File: src/rtl/toy_mext_iq_pkg.sv
`default_nettype none
// +--------------------------------------------------------------------+
// | toy_pack : shared types and sizing constants for the M-ext IQ      |
// | Rev 1.0                                                            |
// +--------------------------------------------------------------------+
package toy_pack;
  localparam int REG_WIDTH        = 32;
  localparam int PHY_REG_ID_WIDTH = 6;
  localparam int INST_ID_WIDTH    = 8;
  localparam int MEXT_IQ_DEPTH    = 4;
  localparam int MEXT_IQ_WB_NUM   = 2;

  typedef struct packed {
    logic [INST_ID_WIDTH-1:0]    inst_id;
    logic [31:0]                 inst_pld;
    logic [PHY_REG_ID_WIDTH-1:0] inst_rd;
    logic [REG_WIDTH-1:0]        reg_rs1_val;
    logic [REG_WIDTH-1:0]        reg_rs2_val;
  } forward_pkg;

  typedef struct packed {
    forward_pkg                  fwd;
    logic [PHY_REG_ID_WIDTH-1:0] rs1_idx;
    logic [PHY_REG_ID_WIDTH-1:0] rs2_idx;
    logic                        rs1_rdy;
    logic                        rs2_rdy;
  } mext_iq_entry_t;
endpackage
`default_nettype wire

File: src/rtl/toy_mext_iq_wb_match.sv
`default_nettype none
// +--------------------------------------------------------------------+
// | toy_mext_iq_wb_match : one operand index vs. all writeback ports,  |
// | lowest matching port wins. Rev 1.0                                 |
// +--------------------------------------------------------------------+
module toy_mext_iq_wb_match
  import toy_pack::*;
#(
  parameter int WB_NUM = MEXT_IQ_WB_NUM
) (
  input  logic [PHY_REG_ID_WIDTH-1:0]             idx,
  input  logic [WB_NUM-1:0]                       wb_en,
  input  logic [WB_NUM-1:0][PHY_REG_ID_WIDTH-1:0] wb_index,
  input  logic [WB_NUM-1:0][REG_WIDTH-1:0]        wb_val,
  output logic                                    hit,
  output logic [REG_WIDTH-1:0]                    val
);
  // Scan high to low so the lowest matching port is the last to write.
  always_comb begin
    hit = 1'b0;
    val = '0;
    for (int p = WB_NUM - 1; p >= 0; p--) begin
      if (wb_en[p] && (wb_index[p] == idx)) begin
        hit = 1'b1;
        val = wb_val[p];
      end
    end
  end
endmodule
`default_nettype wire

File: src/rtl/toy_mext_iq.sv
`default_nettype none
// +--------------------------------------------------------------------+
// | toy_mext_iq : collapsing issue queue for the M-extension unit.     |
// | Optional same-cycle bypass: TOY_MEXT_IQ_BYPASS_EN. Rev 1.0         |
// +--------------------------------------------------------------------+
module toy_mext_iq
  import toy_pack::*;
#(
  parameter int DEPTH  = MEXT_IQ_DEPTH,
  parameter int WB_NUM = MEXT_IQ_WB_NUM
) (
  input  logic                                    clk,
  input  logic                                    rst,
  input  logic                                    enq_vld,
  output logic                                    enq_rdy,
  input  forward_pkg                              enq_pld,
  input  logic [PHY_REG_ID_WIDTH-1:0]             enq_rs1_idx,
  input  logic [PHY_REG_ID_WIDTH-1:0]             enq_rs2_idx,
  input  logic                                    enq_rs1_rdy,
  input  logic                                    enq_rs2_rdy,
  input  logic [WB_NUM-1:0]                       wb_en,
  input  logic [WB_NUM-1:0][PHY_REG_ID_WIDTH-1:0] wb_index,
  input  logic [WB_NUM-1:0][REG_WIDTH-1:0]        wb_val,
  input  logic                                    cancel_en,
  output logic                                    instruction_vld,
  input  logic                                    instruction_rdy,
  output forward_pkg                              instruction_pld,
  output logic [$clog2(DEPTH+1)-1:0]              iq_count
);
  localparam int CW = $clog2(DEPTH + 1);
  localparam int IW = $clog2(DEPTH);

  mext_iq_entry_t r_ent [DEPTH];
  logic [CW-1:0]  r_count;

  // Slots 0..DEPTH-1 are the queue after capture; slot DEPTH is the incoming op.
  mext_iq_entry_t w_cap [DEPTH+1];
  mext_iq_entry_t w_nxt [DEPTH];
  logic [DEPTH-1:0] w_slot_rdy;
  logic [IW-1:0]  w_sel;
  logic           w_any;
  logic           w_byp;
  logic           w_issue_fire;
  logic           w_q_issue;
  logic           w_enq_wr;
  logic [CW-1:0]  w_wr_ptr;

  for (genvar i = 0; i <= DEPTH; i++) begin : g_cap
    mext_iq_entry_t        w_src;
    mext_iq_entry_t        w_out;
    logic                  w_hit1, w_hit2;
    logic [REG_WIDTH-1:0]  w_val1, w_val2;

    if (i < DEPTH) begin : g_slot
      assign w_src = r_ent[i];
      assign w_slot_rdy[i] = (CW'(i) < r_count) & r_ent[i].rs1_rdy & r_ent[i].rs2_rdy;
    end else begin : g_enq
      assign w_src = '{fwd: enq_pld, rs1_idx: enq_rs1_idx, rs2_idx: enq_rs2_idx,
                       rs1_rdy: enq_rs1_rdy, rs2_rdy: enq_rs2_rdy};
    end

    toy_mext_iq_wb_match #(.WB_NUM(WB_NUM)) u_m1 (
      .idx(w_src.rs1_idx), .wb_en(wb_en), .wb_index(wb_index), .wb_val(wb_val),
      .hit(w_hit1), .val(w_val1)
    );
    toy_mext_iq_wb_match #(.WB_NUM(WB_NUM)) u_m2 (
      .idx(w_src.rs2_idx), .wb_en(wb_en), .wb_index(wb_index), .wb_val(wb_val),
      .hit(w_hit2), .val(w_val2)
    );

    always_comb begin
      w_out = w_src;
      if (!w_src.rs1_rdy && w_hit1) begin
        w_out.rs1_rdy         = 1'b1;
        w_out.fwd.reg_rs1_val = w_val1;
      end
      if (!w_src.rs2_rdy && w_hit2) begin
        w_out.rs2_rdy         = 1'b1;
        w_out.fwd.reg_rs2_val = w_val2;
      end
    end
    assign w_cap[i] = w_out;
  end

  always_comb begin
    w_any = 1'b0;
    w_sel = '0;
    for (int i = DEPTH - 1; i >= 0; i--) begin
      if (w_slot_rdy[i]) begin
        w_any = 1'b1;
        w_sel = IW'(i);
      end
    end
  end

  assign enq_rdy  = (r_count < CW'(DEPTH));
  assign iq_count = r_count;

`ifdef TOY_MEXT_IQ_BYPASS_EN
  assign w_byp = ~w_any & enq_vld & enq_rdy & w_cap[DEPTH].rs1_rdy & w_cap[DEPTH].rs2_rdy;
  assign instruction_pld = w_any ? r_ent[w_sel].fwd : w_cap[DEPTH].fwd;
`else
  assign w_byp = 1'b0;
  assign instruction_pld = r_ent[w_sel].fwd;
`endif

  assign instruction_vld = (w_any | w_byp) & ~cancel_en;
  assign w_issue_fire    = instruction_vld & instruction_rdy;
  assign w_q_issue       = w_issue_fire & w_any;
  // A bypassed op leaves through the issue port and is never stored.
  assign w_enq_wr        = enq_vld & enq_rdy & ~cancel_en & ~(w_issue_fire & ~w_any);
  assign w_wr_ptr        = r_count - CW'(w_q_issue);

  always_comb begin
    for (int i = 0; i < DEPTH; i++) begin
      w_nxt[i] = w_cap[i];
      if (w_q_issue && (IW'(i) >= w_sel)) w_nxt[i] = w_cap[i+1];
      if (w_enq_wr && (CW'(i) == w_wr_ptr)) w_nxt[i] = w_cap[DEPTH];
    end
  end

  always_ff @(posedge clk or posedge rst) begin
    if (rst) begin
      r_count <= '0;
      for (int i = 0; i < DEPTH; i++) r_ent[i] <= '0;
    end else begin
      for (int i = 0; i < DEPTH; i++) r_ent[i] <= w_nxt[i];
      if (cancel_en) r_count <= '0;
      else           r_count <= r_count + CW'(w_enq_wr) - CW'(w_q_issue);
    end
  end
endmodule
`default_nettype wire

File: config.mk
export PLATFORM = sky130hd
export DESIGN_NAME = toy_mext_iq
export DESIGN_NICKNAME = d
export VERILOG_FILES = /design/src/rtl/toy_mext_iq_pkg.sv /design/src/rtl/toy_mext_iq_wb_match.sv /design/src/rtl/toy_mext_iq.sv
export SDC_FILE = /design/constraint.sdc
export NUM_CORES = 2
export LEC_CHECK = 0
export BUFFER_PORTS_ARGS = -buffer_cell sky130_fd_sc_hd__buf_2
export CELL_PAD_IN_SITES_DETAIL_PLACEMENT = 1
export CELL_PAD_IN_SITES_GLOBAL_PLACEMENT = 2
export CORE_ASPECT_RATIO = 0.5
export CORE_UTILIZATION = 40
export DETAILED_ROUTE_END_ITERATION = 6
export PLACE_DENSITY = 0.88
export SLEW_MARGIN = 20
export SYNTH_ARGS = -nofsm -noshare
export SYNTH_HDL_FRONTEND = slang
export SYNTH_SLANG_ARGS = --single-unit
File: constraint.sdc
create_clock -name clk -period 24.4 [get_ports clk]
set_input_delay 3.66 -clock clk [delete_from_list [all_inputs] [get_ports clk]]
set_output_delay 3.66 -clock clk [all_outputs]
set_load 0.01 [all_outputs]
**Word level (Yosys, flattened, before mapping)**

Index checks and enable logic that the tools add are counted.

- Bitwise operators: 19
- Equal/unequal tests: 23
- Reduce and logical (&&, ||, !) cells: 55
- Add/subtract/negate cells: 3
- Muxes and demuxes: 80
- Order comparisons: 10

Operator list:

| operator | number |
|---|---|
| $mux 124 | 10 |
| $mux 32 | 30 |
| $bmux 124 s2 | 1 |
| $eq 6x6->1 | 20 |
| $logic_and 1x1->1 | 38 |
| $mux 1 | 34 |
| $and 1x1->1 | 15 |
| $logic_not 1->1 | 10 |
| $mux 2 | 4 |
| $reduce_bool 2->1 | 4 |
| $eq 2x3->1 const A | 2 |
| $lt 1x3->1 const A | 2 |
| $lt 2x3->1 const A | 2 |
| $reduce_bool 3->1 | 2 |
| $sub 3x1->3 | 2 |
| $ge 1x2->1 const A | 2 |
| $ge 2x2->1 const A | 2 |
| $add 3x1->3 | 1 |
| $eq 1x3->1 const A | 1 |
| $ge 3x3->1 const B | 1 |
| $logic_not 3->1 | 1 |
| $lt 3x3->1 const B | 1 |
| $mux 3 | 1 |
| $not 1->1 | 3 |
| $not 2->3 | 1 |

- Register bits after elaboration: 499
- Input bits: 207

**Longest topological paths before layout**

- Word-level depth: 15
- Gate-level depth with buffers: 15
- Mapped depth without buffers: 13

**Cells and area by module**

From an unflattened synthesis, not the netlist that was laid out.

- Cell total of the unflattened synthesis: 4,386
- Area, all modules: 37,632.3 µm²

By module, submodules not included:

| module | seq. area each (µm²) | instances | area an instance (µm²) | cells an instance |
|---|---|---|---|---|
| toy_mext_iq | 12,487.0 | 1 | 29,249.3 | 3,096 |
| toy_mext_iq_wb_match | 0.0 | 10 | 838.3 | 129 |

**Least setup slack after synthesis**

OpenSTA, ideal clock, no wires.

- Path type: input -> output
- From: in cancel_en
- To: out instruction_vld
- Slack: 16.881 ns
- Stages: 1
- Arrival: 3.859 ns
- Path buffers: 0
- Path through: a21oi_1

- Longest elaborated chain between the ends: 2

RTL lines:

| item | RTL line | source |
|---|---|---|
| start, declared | toy_mext_iq.sv:24 | `input logic cancel_en,` |
| $not 1->1 | toy_mext_iq.sv:107 | `assign instruction_vld = (w_any \| w_byp) & ~cancel_en;` |
| $and 1x1->1 | toy_mext_iq.sv:107 |  |
| end, declared | toy_mext_iq.sv:25 | `output logic instruction_vld,` |

Every way passes these cells.

==> impl_metrics.tcl <==
set metrics [dict create \
    status "finished clean" \
    antenna_left 0 \
    track_usage 0.314 \
    slew_headroom 0.197 \
    clock-root-buffer "clkbuf_16" \
    hold_class "flip-flop to flip-flop" \
    synth_edf_count 0 \
    rsz0062_at_grt "false" \
    syn_nets 4222 \
    numCtsBuffers 51 \
    grt_pass1_wl_mm 213 \
    io_buffers 321 \
    end_kind "output pin" \
    synthArstFlopShare 1.00 \
    fmax_ghz 0.115 \
    die_area_um2 86600 \
    yosysTopAreaCell "dfrtp_1" \
    drt_iter0_drc 2602 \
    cts.clk_slew.worst_paths_ns 0.06 \
    final.setup.tns_ns 0 \
    die_w_um 415 \
    skew_ns 0.0282 \
    synth_warnings 0 \
    critPathLaunchType "flip-flop" \
    routed_via_density 6.40 \
    worst_pin_slew_ns 1.20 \
    start_util 0.406 \
    ys_seq_area_frac 0.366 \
    drcViolationCount 0 \
    power_leakage_nw 15.7 \
    post_cts_resized 0 \
    wl_per_cell_um 26.8 \
    post-cts-setup-buffer-count 0 \
    gp_congestion 0.872 \
    num_vias 33100 \
    antenna_found_initial 14 \
    criticalPathCategory "flip-flop to output pin" \
    cts_sinks 499 \
    ys_top_cells_by_count "nand2_1, dfrtp_1, a31oi_1, clkbuf_1, nor2_1" \
    cts_tree "yes" \
    yosys.area.top_type_share 0.366 \
    drive_gt1_frac 0.184 \
    synth-seq-cells 499 \
    worstPathRequired_ns 20.74 \
    rows 75 \
    die_height_um 209 \
    grt_pass1_vias 34900 \
    core_area_um2 84200 \
    final_util 0.446 \
    finalSetupViolCount 0 \
    hpwlAfterDp_mm 82.3 \
    htreeDepth 2 \
    hold_buffers 0 \
    slew_violations 0 \
    firstDrtPassIters 7 \
    yosysMostFrequentCell "nand2_1" \
    synth_cells 4009 \
    clock_latency_ns 0.64 \
    min_period_ns 8.70 \
    period_share 0.357 \
    clockBufferDepth 3 \
    regToRegSetupSlack_ns 19.53 \
    maxCapViolCount 0 \
    boundaryPins 322 \
    hold_viol 0 \
    area_growth_pct 9.89 \
    grt_max_degree 145 \
    final_nets 4217 \
    irDropWorstVdd_uv 56.7 \
    syn_avg_cell_area_um2 8.52 \
    holdWs_ns 0.496 \
    synthTopCellsByArea "dfrtp_1, nand2_1, mux2_2" \
    drt_wl_total_mm 139 \
    synth_area_um2 34100 \
    ys.flop_type "dfrtp_1" \
    synth.distinct_cells 77 \
    overflow 0 \
    cp_max_fo 67 \
    arrival_ns 5.04 \
    power_density_nw_per_um2 117 \
]
## final cells by class
class,count,area [um2]
Fill cell,9811,46700
Inverter,13,56.3
Sequential cell,499,12500
Antenna cell,13,32.5
Clock buffer,82,1520
Timing Repair Buffer,390,2160
Tap cell,1116,1400
Multi-Input combinational cell,3049,19800
Clock inverter,6,91.3
## layer usage
metal	global-route usage	share of wire
met5	0	0.00012
met3	0.0436	0.061
met1	0.397	0.42
met4	0.149	0.042
met2	0.529	0.48
## through the flow
step | instance area (um2) | power, W | cells | setup WS (ns)
CTS | 37500 | 0.00439 | 5155 | 15.80
finish | 37500 | 0.00439 | 5168 | 15.70
global placement | 35900 | 0.00346 | 5067 | 16.62
detailed placement | 35900 | 0.00356 | 5067 | 16.49
global route | 37500 | 0.00465 | 5167 | 15.56
floorplan | 34100 | 0.00284 | 4009 | 6.81
## final timing paths
kind                                          from                   to  cells past startpoint
worst max-delay path                   iq_count[1]  instruction_pld[17]                     10
worst min-delay path            g_cap[3].w_out[85]   g_cap[3].w_out[85]                      2
worst max register to register   g_cap[2].w_src[0]   g_cap[0].w_src[45]                     11
worst min register to register  g_cap[3].w_out[85]   g_cap[3].w_out[85]                      2
max in group asynchronous                      rst   g_cap[0].w_src[48]                      4
min in group asynchronous                      rst   g_cap[3].w_out[83]                      2
## worst max-delay path, stage by stage, from the launching register on
cell	delay [ns]
dfrtp_1	0.42
inv_1	0.10
ha_1	0.26
nand3b_1	0.21
nand2b_1	0.23
a31oi_4	0.67
buf_4	0.83
buf_4	0.78
a211oi_1	0.19
a31oi_1	0.43
buf_2	0.23
## sequential cells by signal, summed over array words and instances, names as in the netlist
name / flops
g_cap.w_out: 232
g_cap.w_src: 264
iq_count: 3
## logic make-up (layout without fill, tap and decap cells)
family | count (synthesis) | count (layout) | synth area share
AND/OR/NAND/NOR | 1402 | 1402 | 0.176
AO/OA/AOI/OAI | 1064 | 1064 | 0.221
flip-flops | 499 | 499 | 0.366
buffers and inverters | 461 | 491 | 0.0605
multiplexers | 456 | 456 | 0.143
XOR/XNOR | 121 | 121 | 0.0310
adder cells (fa/ha/maj) | 6 | 6 | 0.00242
other | 0 | 13 | 0
## power by group
part	internal [W]	total [W]	switching (W)	leakage [nW]
Combinational	0.000802	0.00206	0.00126	8.79
Sequential	0.00122	0.00152	0.000296	6.09
Clock	0.000445	0.000813	0.000368	0.789
Total	0.00247	0.00439	0.00192	15.7
## placed cells by master, fill, tap and decap left out, types with 76 or more instances in the layout
cell and instances:
a21oi_1 76, a211oi_1 138, buf_2 321, mux2_2 237, nor2_1 242, mux2i_1 199, o22a_1 80, a31oi_1 300
and2_1 128, nand2_1 870, dfrtp_1 498, o221ai_1 97
Power figures use the tool's default switching activity.
